[config.mk]
export PLATFORM = sky130hd
export DESIGN_NAME = screen_pio_xfer_ctrl
export DESIGN_NICKNAME = d
export VERILOG_FILES = /design/src/rtl/screen_xfer_pkg.sv /design/src/rtl/screen_xfer_cmd_sampler.sv /design/src/rtl/screen_pio_xfer_ctrl.sv
export SDC_FILE = /design/constraint.sdc
export NUM_CORES = 1
export LEC_CHECK = 0
export ABC_CLOCK_PERIOD_IN_PS = 2350
export CORE_UTILIZATION = 50
export CTS_BUF_LIST = sky130_fd_sc_hd__clkbuf_8
export DETAILED_ROUTE_END_ITERATION = 8
export GPL_ROUTABILITY_DRIVEN = 1
export MAX_ROUTING_LAYER = met4
export PLACE_DENSITY_LB_ADDON = 0.2
export RECOVER_POWER = 100
export SLEW_MARGIN = 20
export SYNTH_ARGS = -nofsm -noshare
export SYNTH_HDL_FRONTEND = slang
export SYNTH_SLANG_ARGS = --single-unit
[constraint.sdc]
create_clock -name clk_clk -period 2.35 [get_ports clk_clk]
set_input_delay 0.47 -clock clk_clk [delete_from_list [all_inputs] [get_ports clk_clk]]
set_output_delay 0.47 -clock clk_clk [all_outputs]
set_load 0.05 [all_outputs]
[src/rtl/screen_xfer_pkg.sv]
// Shared command/event codes, FSM states and read-latency helper for the screen PIO transfer controller.
package screen_xfer_pkg;

    localparam int unsigned CMD_W      = 3;
    localparam int unsigned EVT_W      = 3;
    localparam int unsigned RD_LAT_MIN = 1;
    localparam int unsigned RD_LAT_MAX = 4;

    typedef enum logic [CMD_W-1:0] {
        CMD_NONE   = 3'd0,
        CMD_START  = 3'd1,
        CMD_READ   = 3'd2,
        CMD_FINISH = 3'd3,
        CMD_ABORT  = 3'd4
    } cmd_e;

    typedef enum logic [EVT_W-1:0] {
        EVT_IDLE  = 3'd0,
        EVT_AVAIL = 3'd1,
        EVT_READY = 3'd2,
        EVT_DATA  = 3'd3,
        EVT_DONE  = 3'd4,
        EVT_ERROR = 3'd5
    } evt_e;

    typedef enum logic [2:0] {
        S_IDLE,
        S_OFFER,
        S_READY,
        S_FETCH,
        S_ACK_WAIT,
        S_ERR_WAIT,
        S_TOUT
    } state_e;

    // Keeps the read-latency pipeline inside the supported 1..4 cycle range.
    function automatic int unsigned rd_lat_clamp(input int unsigned lat);
        if (lat < RD_LAT_MIN) return RD_LAT_MIN;
        if (lat > RD_LAT_MAX) return RD_LAT_MAX;
        return lat;
    endfunction

    // Codes 5..7 carry no meaning and behave like NONE.
    function automatic cmd_e cmd_decode(input logic [CMD_W-1:0] raw);
        return (raw > 3'd4) ? CMD_NONE : cmd_e'(raw);
    endfunction

endpackage

[src/rtl/screen_xfer_cmd_sampler.sv]
// Registers the Nios command/address PIOs and flags new commands (edge via NONE) and any change.
module screen_xfer_cmd_sampler
    import screen_xfer_pkg::*;
#(
    parameter int unsigned ADDR_W = 20
) (
    input  logic              clk,
    input  logic              reset,
    input  logic [CMD_W-1:0]  nios_cmd,
    input  logic [ADDR_W-1:0] nios_addr,
    output cmd_e              cmd,
    output logic [ADDR_W-1:0] addr,
    output logic              cmd_new,
    output logic              cmd_chg,
    output logic              cmd_is_none
);

    cmd_e cmd_in_c;

    assign cmd_in_c = cmd_decode(nios_cmd);

    always_ff @(posedge clk) begin
        if (reset) begin
            cmd         <= CMD_NONE;
            addr        <= '0;
            cmd_new     <= 1'b0;
            cmd_chg     <= 1'b0;
            cmd_is_none <= 1'b1;
        end else begin
            cmd         <= cmd_in_c;
            addr        <= nios_addr;
            cmd_chg     <= (cmd_in_c != cmd);
            cmd_new     <= (cmd_in_c != cmd) && (cmd_in_c != CMD_NONE);
            cmd_is_none <= (cmd_in_c == CMD_NONE);
        end
    end

endmodule

[src/rtl/screen_pio_xfer_ctrl.sv]
// Four-phase PIO transfer of a locked screen frame to the Nios.
// Optional watchdog enabled by defining SCREEN_XFER_TIMEOUT_EN.
module screen_pio_xfer_ctrl
    import screen_xfer_pkg::*;
#(
    parameter int unsigned ADDR_W      = 20,
    parameter int unsigned DATA_W      = 16,
    parameter int unsigned FRAME_WORDS = 76800,
    parameter int unsigned RD_LATENCY  = 2,
    parameter int unsigned TIMEOUT_CYC = 32'd16777216
) (
    input  logic              clk_clk,
    input  logic              reset_reset,
    input  logic              frame_ready,
    output logic              fb_lock,
    output logic              fb_rd_en,
    output logic [ADDR_W-1:0] fb_rd_addr,
    input  logic [DATA_W-1:0] fb_rd_data,
    input  logic [2:0]        nios_cmd,
    input  logic [ADDR_W-1:0] nios_addr,
    output logic [2:0]        nios_event,
    output logic [DATA_W-1:0] nios_data,
    output logic [ADDR_W-1:0] word_count,
    output logic [7:0]        overrun_cnt
);

    localparam int unsigned PIPE_LEN = rd_lat_clamp(RD_LATENCY);

    state_e              state, state_d;
    state_e              ack_next, ack_next_d;
    evt_e                evt_q, evt_d;
    logic                pending, pending_d;
    logic                abort_pend, abort_pend_d;
    logic                fb_lock_d, fb_rd_en_d;
    logic [ADDR_W-1:0]   fb_rd_addr_d, wc_d;
    logic [DATA_W-1:0]   data_d;
    logic [7:0]          ovr_d;
    logic [PIPE_LEN-1:0] rd_pipe;
    logic                go_abort_c, abort_now_c, rd_valid_c, tout_c;

    cmd_e                cmd;
    logic [ADDR_W-1:0]   addr_q;
    logic                cmd_new, cmd_chg, cmd_is_none;

    screen_xfer_cmd_sampler #(
        .ADDR_W (ADDR_W)
    ) u_sampler (
        .clk         (clk_clk),
        .reset       (reset_reset),
        .nios_cmd    (nios_cmd),
        .nios_addr   (nios_addr),
        .cmd         (cmd),
        .addr        (addr_q),
        .cmd_new     (cmd_new),
        .cmd_chg     (cmd_chg),
        .cmd_is_none (cmd_is_none)
    );

    assign nios_event  = evt_q;
    assign abort_now_c = cmd_new && (cmd == CMD_ABORT);
    assign rd_valid_c  = rd_pipe[PIPE_LEN-1];

`ifdef SCREEN_XFER_TIMEOUT_EN
    localparam int unsigned WD_W = $clog2(TIMEOUT_CYC + 1);

    logic [WD_W-1:0] wd_cnt;
    logic            wd_armed_c;

    // Watchdog only runs while the FSM is waiting on the Nios and the command is static.
    assign wd_armed_c = (state != S_IDLE) && (state != S_FETCH) && (state != S_TOUT) && !cmd_chg;
    assign tout_c     = wd_armed_c && (wd_cnt == WD_W'(TIMEOUT_CYC - 1));

    always_ff @(posedge clk_clk) begin
        if (reset_reset || !wd_armed_c || tout_c) wd_cnt <= '0;
        else                                      wd_cnt <= wd_cnt + WD_W'(1);
    end
`else
    logic unused_wdog;

    assign tout_c      = 1'b0;
    assign unused_wdog = cmd_chg | (TIMEOUT_CYC == 0);
`endif

    // Next-state, registered-output and pending/overrun decode.
    always_comb begin
        state_d      = state;
        ack_next_d   = ack_next;
        evt_d        = evt_q;
        abort_pend_d = abort_pend;
        fb_lock_d    = fb_lock;
        fb_rd_en_d   = 1'b0;
        fb_rd_addr_d = fb_rd_addr;
        data_d       = nios_data;
        wc_d         = word_count;
        pending_d    = pending;
        ovr_d        = overrun_cnt;
        go_abort_c   = 1'b0;

        case (state)
            S_IDLE: begin
                if (pending) begin
                    state_d   = S_OFFER;
                    evt_d     = EVT_AVAIL;
                    fb_lock_d = 1'b1;
                    wc_d      = '0;
                end
            end
            S_OFFER: begin
                if (abort_now_c) begin
                    go_abort_c = 1'b1;
                end else if (cmd_new && cmd == CMD_START) begin
                    state_d    = S_ACK_WAIT;
                    ack_next_d = S_READY;
                    evt_d      = EVT_READY;
                end
            end
            S_READY: begin
                if (abort_now_c) begin
                    go_abort_c = 1'b1;
                end else if (cmd_new && cmd == CMD_READ) begin
                    if (32'(addr_q) < FRAME_WORDS) begin
                        state_d      = S_FETCH;
                        fb_rd_en_d   = 1'b1;
                        fb_rd_addr_d = addr_q;
                    end else begin
                        state_d = S_ERR_WAIT;
                        evt_d   = EVT_ERROR;
                    end
                end else if (cmd_new && cmd == CMD_FINISH) begin
                    state_d    = S_ACK_WAIT;
                    ack_next_d = S_IDLE;
                    evt_d      = EVT_DONE;
                end
            end
            S_FETCH: begin
                // An abort arriving mid-read is remembered and honoured once the word is latched.
                if (abort_now_c) abort_pend_d = 1'b1;
                if (rd_valid_c) begin
                    data_d       = fb_rd_data;
                    abort_pend_d = 1'b0;
                    if (32'(word_count) < FRAME_WORDS) wc_d = word_count + ADDR_W'(1);
                    if (abort_pend || abort_now_c) begin
                        go_abort_c = 1'b1;
                    end else begin
                        state_d    = S_ACK_WAIT;
                        ack_next_d = S_READY;
                        evt_d      = EVT_DATA;
                    end
                end
            end
            S_ACK_WAIT: begin
                if (abort_now_c) begin
                    go_abort_c = 1'b1;
                end else if (cmd_is_none) begin
                    state_d = ack_next;
                    if (ack_next == S_IDLE) begin
                        fb_lock_d = 1'b0;
                        evt_d     = EVT_IDLE;
                    end else begin
                        evt_d = EVT_READY;
                    end
                end
            end
            S_ERR_WAIT: begin
                if (abort_now_c) begin
                    go_abort_c = 1'b1;
                end else if (cmd_is_none) begin
                    state_d = S_READY;
                    evt_d   = EVT_READY;
                end
            end
            S_TOUT: begin
                state_d = S_IDLE;
                evt_d   = EVT_IDLE;
            end
            default: begin
                state_d = S_IDLE;
            end
        endcase

        if (go_abort_c) begin
            state_d    = S_ACK_WAIT;
            ack_next_d = S_IDLE;
            evt_d      = EVT_ERROR;
            fb_lock_d  = 1'b0;
        end

        if (tout_c) begin
            state_d      = S_TOUT;
            evt_d        = EVT_ERROR;
            fb_lock_d    = 1'b0;
            abort_pend_d = 1'b0;
        end

        // A frame finishing while one is already queued is lost and counted.
        if (state == S_IDLE) begin
            pending_d = pending ? 1'b0 : frame_ready;
        end else if (frame_ready) begin
            if (!pending)                   pending_d = 1'b1;
            else if (overrun_cnt != 8'hFF)  ovr_d     = overrun_cnt + 8'd1;
        end
    end

    always_ff @(posedge clk_clk) begin
        if (reset_reset) begin
            state       <= S_IDLE;
            ack_next    <= S_IDLE;
            evt_q       <= EVT_IDLE;
            pending     <= 1'b0;
            abort_pend  <= 1'b0;
            fb_lock     <= 1'b0;
            fb_rd_en    <= 1'b0;
            fb_rd_addr  <= '0;
            nios_data   <= '0;
            word_count  <= '0;
            overrun_cnt <= '0;
            rd_pipe     <= '0;
        end else begin
            state       <= state_d;
            ack_next    <= ack_next_d;
            evt_q       <= evt_d;
            pending     <= pending_d;
            abort_pend  <= abort_pend_d;
            fb_lock     <= fb_lock_d;
            fb_rd_en    <= fb_rd_en_d;
            fb_rd_addr  <= fb_rd_addr_d;
            nios_data   <= data_d;
            word_count  <= wc_d;
            overrun_cnt <= ovr_d;
            rd_pipe     <= (rd_pipe << 1) | PIPE_LEN'(fb_rd_en);
        end
    end

endmodule
==> metrics.md, run 1 <==
| Metric | Value |
|---|---|
| Number of cell rows | `32` |
| Leading cell types by total area after synthesis | `sky130_fd_sc_hd__dfxtp_1 50%, sky130_fd_sc_hd__mux2i_1 5.1%, sky130_fd_sc_hd__nor2_1 4.8%, sky130_fd_sc_hd__nand2_1 4.4%, sky130_fd_sc_hd__a21oi_1 4.1%` |
| Detail Route Antenna Nets | `0` |
| Clock Skew | `12.8 ps` |
| Mean instance size in the synthesized netlist | `9.17 µm²` |
| Synthesized net count | `494` |
| Fraction of the yosys area taken by sequential cells | `49.7%` |
| EDFF count, synth | `0` |
| Core area | `7850 µm²` |
| Routed via count | `3567` |
| Clock transition at the registers of the reported paths | `100 ps` |
| Max Clk Rate | `0.449 GHz` |
| Fill cells | `617` |
| # hold bufs at CTS | `0` |
| Share of the clock period used by the worst path after layout | `94.7%` |
| Number of gates given a new drive strength after cts | `0` |
| DIE HEIGHT | `92.6 µm` |
| Full die area | `8580 µm²` |
| Initial standard-cell utilization of the core | `52.3%` |
| Arrival time of data at the critical path endpoint | `2520 ps` |
| Post-Route Setup TNS | `0 ps` |
| Post-DP HPWL | `6860 µm` |
| Critical path class | `reg -> reg` |
| Number of failing setup endpoints in the final timing report | `0` |
| Post-route DRC violation count | `0` |
| CTS root buf | `sky130_fd_sc_hd__clkbuf_8` |
| CP Capture Type | `register` |
| Fraction of layout cells with a size suffix above 1 | `7.61%` |
| Leakage | `2.19 nW` |
| Antenna violations before repair | `0` |
| Average vias per placed instance | `5.35` |
| GRT overflow | `0` |
| Hold Vio Cnt, Final | `0` |
| WL final | `9470 µm` |
| Hold/Removal Path Class | `reg -> reg` |
| Smallest hold slack | `454 ps` |
| Maximum number of pins on one net before global-route repair | `67` |
| TritonCTS Buffers | `9` |
| Crit path max fanout | `9` |
| Summed instance area of the synthesized netlist | `4110 µm²` |
| # diodes | `0` |
| Number of global-route vias before repair | `3449` |
| Minimum setup slack in the final design | `124 ps` |
| Flops & latches, synth | `102` |
| Count of TritonRoute iterations in the first routing pass | `4` |
| Cell variety after synth | `58` |
| TritonCTS clock tree | `done` |
| Number of cells in the finished layout apart from fillers | `667` |
| Register area | `2040 µm²` |
| Buffers inserted by post-CTS timing repair | `0` |
| Slew margin rel. | `16.1%` |
| Footprint of the multi-input gates | `1930 µm²` |
| P&R area growth vs syn | `34.8%` |
| Count of pins over their slew limit | `0` |
| Number of port buffers | `110` |
| Minimum period implied by the final worst setup slack | `2230 ps` |
| Final Wtd Congestion | `0.915` |
| Routed length per instance | `14.2 µm` |
| Net count of the finished layout | `606` |
| H-tree depth | `3` |
| Max-cap violations | `0` |
| Fraction of registers with async set or reset after synthesis | `0%` |
| Latest clock arrival within the worst-skew pair | `360 ps` |
| Worst Setup Slack post-DPL | `43.6 ps` |
| Data required, critical path | `2650 ps` |
| Number of warning messages in the yosys log | `0` |
| Clock Sinks | `102` |
| Placed Instances | `651` |
| Worst IR Drop VDD | `449 µV` |
| First-pass GRT wire length | `15600 µm` |
| Tot GR Track Use | `23.5%` |
| Top Ports | `111` |
| Maximum buffer depth of the clock tree | `2` |
| Most frequently used flop master after synthesis | `sky130_fd_sc_hd__dfxtp_1` |
| Startpoint types | `register` |
| Slew at the pin closest to its max-slew limit | `1260 ps` |
| Power Dens Cells | `696 nW/µm²` |
| Status | `finished, final reports clean` |
| Gate count after technology mapping | `448` |
| Share of Yosys cell area claimed by the top area cell type | `49.7%` |
| Unrepaired setup endpoints after global routing | `false` |
| First-iteration detailed-routing DRC count | `120` |
| Library cell with the largest summed area after synthesis | `sky130_fd_sc_hd__dfxtp_1` |
| Horizontal extent of the die | `92.6 µm` |
-- routing by layer --
metal	track usage [%]	part of all wire [%]	vias to the layer above	wire, µm
li1	-	-	1791	-
met1	27.7	44	1657	4160
met2	39.2	48	105	4590
met3	5.09	5.9	14	558
met4	9.10	1.7	0	160
met5	-	0	-	0
-- final cells by class --
cell class | count | share of cell area [%]
Multi-Input combinational cell | 317 | 34.9
Sequential cell | 102 | 36.9
Clock inverter | 7 | 1.42
Clock buffer | 9 | 2.24
Timing Repair Buffer | 126 | 22.0
Tap cell | 102 | 2.31
Inverter | 4 | 0.271
-- path summary, 6_finish.rpt --
check,slack (ps),to,start,cells after the start
max,120,word_count[6]$_SDFFE_PP0P_,state[0]$_SDFFE_PP0P_,6
min,450,rd_pipe[1]$_SDFF_PP0_,rd_pipe[0]$_SDFF_PP0_,1
max reg2reg,120,word_count[6]$_SDFFE_PP0P_,state[0]$_SDFFE_PP0P_,6
min reg2reg,450,rd_pipe[1]$_SDFF_PP0_,rd_pipe[0]$_SDFF_PP0_,1
-- cell families after synthesis --
family	count (synthesis)	share of synthesized area, %
xor+xnor	12	2.56
simple gates	193	24.1
compound gates	87	14.2
buf+inv	29	3.05
fa+ha+maj	4	1.22
flops	102	49.7
mux	21	5.12
-- placed cells by master, fill, tap and decap left out, types with 2 or more instances in the layout --
| master | netlist | final |
|---|---|---|
| sky130_fd_sc_hd__clkinvlp_4 | 0 | 2 |
| sky130_fd_sc_hd__buf_4 | 1 | 12 |
| sky130_fd_sc_hd__clkbuf_1 | 16 | 3 |
| sky130_fd_sc_hd__or4_1 | 1 | 2 |
| sky130_fd_sc_hd__o211ai_1 | 4 | 4 |
| sky130_fd_sc_hd__inv_6 | 0 | 2 |
| sky130_fd_sc_hd__a31oi_1 | 3 | 3 |
| sky130_fd_sc_hd__o21ai_0 | 19 | 19 |
| sky130_fd_sc_hd__nand2_1 | 48 | 48 |
| sky130_fd_sc_hd__inv_1 | 4 | 4 |
| sky130_fd_sc_hd__and3_1 | 9 | 9 |
| sky130_fd_sc_hd__ha_1 | 4 | 4 |
| sky130_fd_sc_hd__nand2b_1 | 3 | 3 |
| sky130_fd_sc_hd__nor3b_1 | 5 | 5 |
| sky130_fd_sc_hd__o2111ai_1 | 2 | 2 |
| sky130_fd_sc_hd__a311oi_1 | 4 | 4 |
| sky130_fd_sc_hd__clkdlybuf4s50_1 | 0 | 34 |
| sky130_fd_sc_hd__nand4_1 | 7 | 7 |
| sky130_fd_sc_hd__and2_1 | 4 | 2 |
| sky130_fd_sc_hd__nand3_1 | 5 | 5 |
| sky130_fd_sc_hd__a21oi_1 | 34 | 34 |
| sky130_fd_sc_hd__a211oi_1 | 3 | 3 |
| sky130_fd_sc_hd__a21o_1 | 2 | 2 |
| sky130_fd_sc_hd__and2_0 | 0 | 2 |
| sky130_fd_sc_hd__nor3_1 | 7 | 7 |
| sky130_fd_sc_hd__mux2i_1 | 21 | 21 |
| sky130_fd_sc_hd__dfxtp_1 | 102 | 102 |
| sky130_fd_sc_hd__dlygate4sd3_1 | 0 | 75 |
| sky130_fd_sc_hd__clkbuf_8 | 0 | 9 |
| sky130_fd_sc_hd__nor2_1 | 52 | 51 |
| sky130_fd_sc_hd__or3_1 | 13 | 13 |
| sky130_fd_sc_hd__a221oi_1 | 2 | 2 |
| sky130_fd_sc_hd__or2_2 | 3 | 3 |
| sky130_fd_sc_hd__nor2b_1 | 24 | 24 |
| sky130_fd_sc_hd__nor4_1 | 2 | 2 |
| sky130_fd_sc_hd__xor2_1 | 11 | 11 |
-- worst max-delay path: stages, from the launching register on --
cell                       delay [ps]
sky130_fd_sc_hd__dfxtp_1          530
sky130_fd_sc_hd__nand3b_2         130
sky130_fd_sc_hd__or4_1            470
sky130_fd_sc_hd__a21oi_4          270
sky130_fd_sc_hd__o211ai_2         180
sky130_fd_sc_hd__or4_1            510
sky130_fd_sc_hd__nand2_1           80
-- synthesized netlist by cell type (2+ instances only) --
cell type	count
sky130_fd_sc_hd__nand2b_1	3
sky130_fd_sc_hd__nor2b_1	24
sky130_fd_sc_hd__a21o_1	2
sky130_fd_sc_hd__a31oi_1	3
sky130_fd_sc_hd__or2_2	3
sky130_fd_sc_hd__a311oi_1	4
sky130_fd_sc_hd__inv_1	4
sky130_fd_sc_hd__nand3_1	5
sky130_fd_sc_hd__buf_2	4
sky130_fd_sc_hd__dfxtp_1	102
sky130_fd_sc_hd__nand2_1	48
sky130_fd_sc_hd__xor2_1	11
sky130_fd_sc_hd__or3_1	13
sky130_fd_sc_hd__clkbuf_1	16
sky130_fd_sc_hd__and2_1	4
sky130_fd_sc_hd__ha_1	4
sky130_fd_sc_hd__o2111ai_1	2
sky130_fd_sc_hd__nor2_1	52
sky130_fd_sc_hd__a21oi_1	34
sky130_fd_sc_hd__nor3b_1	5
sky130_fd_sc_hd__mux2i_1	21
sky130_fd_sc_hd__nand4_1	7
sky130_fd_sc_hd__a211oi_1	3
sky130_fd_sc_hd__o211ai_1	4
sky130_fd_sc_hd__a221oi_1	2
sky130_fd_sc_hd__and3_1	9
sky130_fd_sc_hd__nor3_1	7
sky130_fd_sc_hd__buf_1	3
sky130_fd_sc_hd__o21ai_0	19
sky130_fd_sc_hd__nor4_1	2
-- stage by stage --
step                power [mW]  instance area [µm²]  util [%]
finish                    3.85                 5540      70.5
CTS                       3.91                 5560      70.8
detailed placement        2.79                 5360      68.3
global placement          2.78                 5360      68.3
floorplan                 2.49                 4110         -
global route              4.04                 5540      70.5
-- where the power goes --
group / switching [mW] / leakage (nW) / internal, mW
Combinational: 0.491 / 1.26 / 0.364
Clock: 0.618 / 0.0982 / 0.506
Sequential: 0.0706 / 0.829 / 1.80
-- registers in the layout, summed over array words and instances, names as in the netlist, 2 cells and up --
name / cells
nios_data: 16
rd_pipe: 2
u_sampler.cmd: 3
overrun_cnt: 8
word_count: 20
u_sampler.addr: 20
nios_event: 3
state: 3
fb_rd_addr: 20
Power figures use the tool's default switching activity.
==> run 2: changes to the inputs <==
--- a/config.mk
+++ b/config.mk
@@ -8,6 +8,7 @@
 export ABC_CLOCK_PERIOD_IN_PS = 2350
 export CORE_UTILIZATION = 50
 export CTS_BUF_LIST = sky130_fd_sc_hd__clkbuf_8
+export CTS_CLUSTER_DIAMETER = 100
 export DETAILED_ROUTE_END_ITERATION = 8
 export GPL_ROUTABILITY_DRIVEN = 1
 export MAX_ROUTING_LAYER = met4
==> results of run 2 <==
Same layout as run 1: the final DEF is identical, and so are final timing and power.
==> run 3: changes to the inputs <==
--- a/config.mk
+++ b/config.mk
@@ -6,6 +6,7 @@
 export NUM_CORES = 1
 export LEC_CHECK = 0
 export ABC_CLOCK_PERIOD_IN_PS = 2350
+export CAP_MARGIN = 20
 export CORE_UTILIZATION = 50
 export CTS_BUF_LIST = sky130_fd_sc_hd__clkbuf_8
 export CTS_CLUSTER_DIAMETER = 100
@@ -14,6 +15,7 @@
 export MAX_ROUTING_LAYER = met4
 export PLACE_DENSITY_LB_ADDON = 0.2
 export RECOVER_POWER = 100
+export REMOVE_ABC_BUFFERS = 1
 export SLEW_MARGIN = 20
 export SYNTH_ARGS = -nofsm -noshare
 export SYNTH_HDL_FRONTEND = slang
==> metrics.md, run 3 (synthesis results as in run 1) <==
| Metric | Value |
|---|---|
| Arrival time of data at the critical path endpoint | `2540 ps` |
| Buffers inserted by post-CTS timing repair | `0` |
| Met1 global-route usage | `28.4%` |
| Final non-filler cell area | `5480 µm²` |
| Hold/Removal Path Class | `reg -> reg` |
| Minimum period implied by the final worst setup slack | `2220 ps` |
| Instance area after placement | `5340 µm²` |
| Leakage | `2.17 nW` |
| Hold Vio Cnt, Final | `0` |
| Routed length per instance | `14.0 µm` |
| TritonCTS clock tree | `done` |
| Full die area | `8580 µm²` |
| Detail Route Antenna Nets | `0` |
| Number of failing setup endpoints in the final timing report | `0` |
| # hold bufs at CTS | `0` |
| Met3 track utilization from global routing | `7.88%` |
| Core area | `7850 µm²` |
| Crit path max fanout | `9` |
| Net count of the finished layout | `604` |
| Average vias per placed instance | `5.33` |
| Top Ports | `111` |
| Routed via count | `3543` |
| Worst IR Drop VDD | `416 µV` |
| Power Dens Cells | `690 nW/µm²` |
| TritonCTS Buffers | `9` |
| Horizontal extent of the die | `92.6 µm` |
| Latest clock arrival within the worst-skew pair | `370 ps` |
| First-pass GRT wire length | `15500 µm` |
| Startpoint types | `register` |
| GRT overflow | `0` |
| First-iteration detailed-routing DRC count | `102` |
| Bufs and invs on worst path | `0` |
| Status | `finished, final reports clean` |
| Count of pins over their slew limit | `0` |
| Most common library cell in the layout ignoring fill and taps | `sky130_fd_sc_hd__dfxtp_1` |
| Delay of the slowest cell on the worst path | `500 ps` |
| Post-route DRC violation count | `0` |
| P&R area growth vs syn | `33.4%` |
| Maximum buffer depth of the clock tree | `2` |
| Fraction of layout cells with a size suffix above 1 | `6.39%` |
| # diodes | `0` |
| Clock Skew | `7.88 ps` |
| Smallest hold slack | `451 ps` |
| Critical path class | `reg -> reg` |
| Data required, critical path | `2670 ps` |
| Top library cells by usage in the layout, fill and taps aside | `102 x sky130_fd_sc_hd__dfxtp_1, 70 x sky130_fd_sc_hd__dlygate4sd3_1, 52 x sky130_fd_sc_hd__nor2_1, 48 x sky130_fd_sc_hd__nand2_1, 39 x sky130_fd_sc_hd__clkdlybuf4s50_1` |
| Max Clk Rate | `0.450 GHz` |
| Slew margin rel. | `18.5%` |
| Post-Route Setup TNS | `0 ps` |
| Initial standard-cell utilization of the core | `52.3%` |
| WL final | `9320 µm` |
| Max-cap violations | `0` |
| Maximum number of pins on one net before global-route repair | `67` |
| Number of cell rows | `32` |
| DIE HEIGHT | `92.6 µm` |
| Antenna violations before repair | `0` |
| Global-route layer with the greatest usage | `met2` |
| Final Wtd Congestion | `0.880` |
| Clock Sinks | `102` |
| Count of TritonRoute iterations in the first routing pass | `4` |
| Tot GR Track Use | `23.6%` |
| Cell type of the slowest stage on the worst timing path | `sky130_fd_sc_hd__or4_1` |
| Biggest regs | `fb_rd_addr x20, u_sampler.addr x20, word_count x20` |
| Number of gates given a new drive strength after cts | `0` |
| Unrepaired setup endpoints after global routing | `false` |
| Share of the clock period used by the worst path after layout | `94.5%` |
| Final standard cell utilization of the core | `69.8%` |
| H-tree depth | `3` |
| Clock transition at the registers of the reported paths | `100 ps` |
| Cell chain of the critical path | `nand3b_1 > or4_1 > a21oi_4 > o211ai_1 > or4_1 > nand2_1` |
| Post-DP HPWL | `6730 µm` |
| Tot Pwr | `3.78 mW` |
| Number of global-route vias before repair | `3294` |
| Number of port buffers | `110` |
| Top delay family on crit path | `simple AND/OR/NAND/NOR gates` |
| GR Layer Usage met2 | `37.0%` |
| Dominant cell type by count on the critical path | `sky130_fd_sc_hd__or4_1` |
| CP Capture Type | `register` |
| CTS root buf | `sky130_fd_sc_hd__clkbuf_8` |
| Slew at the pin closest to its max-slew limit | `1220 ps` |
[run 3: changes by cell type in the layout (fill, tap and decap cells not counted), moves of 2 or more]
cell | previous run | this run
sky130_fd_sc_hd__clkinv_4 | 0 | 3
sky130_fd_sc_hd__buf_4 | 12 | 8
sky130_fd_sc_hd__clkdlybuf4s50_1 | 34 | 39
sky130_fd_sc_hd__dlygate4sd3_1 | 75 | 70
sky130_fd_sc_hd__clkinvlp_4 | 2 | 0
[run 3: final timing paths]
kind,depth (start not counted),end,startpoint,slack [ps]
setup reg to reg,6,word_count[6]$_SDFFE_PP0P_,state[2]$_SDFFE_PP0P_,130
setup / recovery,6,word_count[6]$_SDFFE_PP0P_,state[2]$_SDFFE_PP0P_,130
hold reg to reg,1,rd_pipe[1]$_SDFF_PP0_,rd_pipe[0]$_SDFF_PP0_,450
hold / removal,1,rd_pipe[1]$_SDFF_PP0_,rd_pipe[0]$_SDFF_PP0_,450
[run 3: report_power, final]
group	internal, mW	switching, mW	leakage [nW]
clock network	0.419	0.678	0.101
registers	1.80	0.0683	0.829
logic	0.342	0.470	1.24
[run 3: cell type report]
cell class	instances	area, µm²
Clock buffer	9	124
Fill cell	635	2370
Timing Repair Buffer	124	1200
Inverter	4	15.0
Sequential cell	102	2040
Tap cell	102	128
Multi-Input combinational cell	317	1900
Clock inverter	7	73.8
[run 3: through the flow]
stage	cells	setup WS [ps]
detailed placement	649	105
global route	665	21.0
global placement	649	212
CTS	665	170
floorplan	423	-805
finish	665	128
[run 3: routing by layer]
layer / wire [µm] / part of all wire, %
met5: 0 / 0
met4: 184 / 2.0
met1: 4090 / 44
met3: 625 / 6.7
met2: 4420 / 47
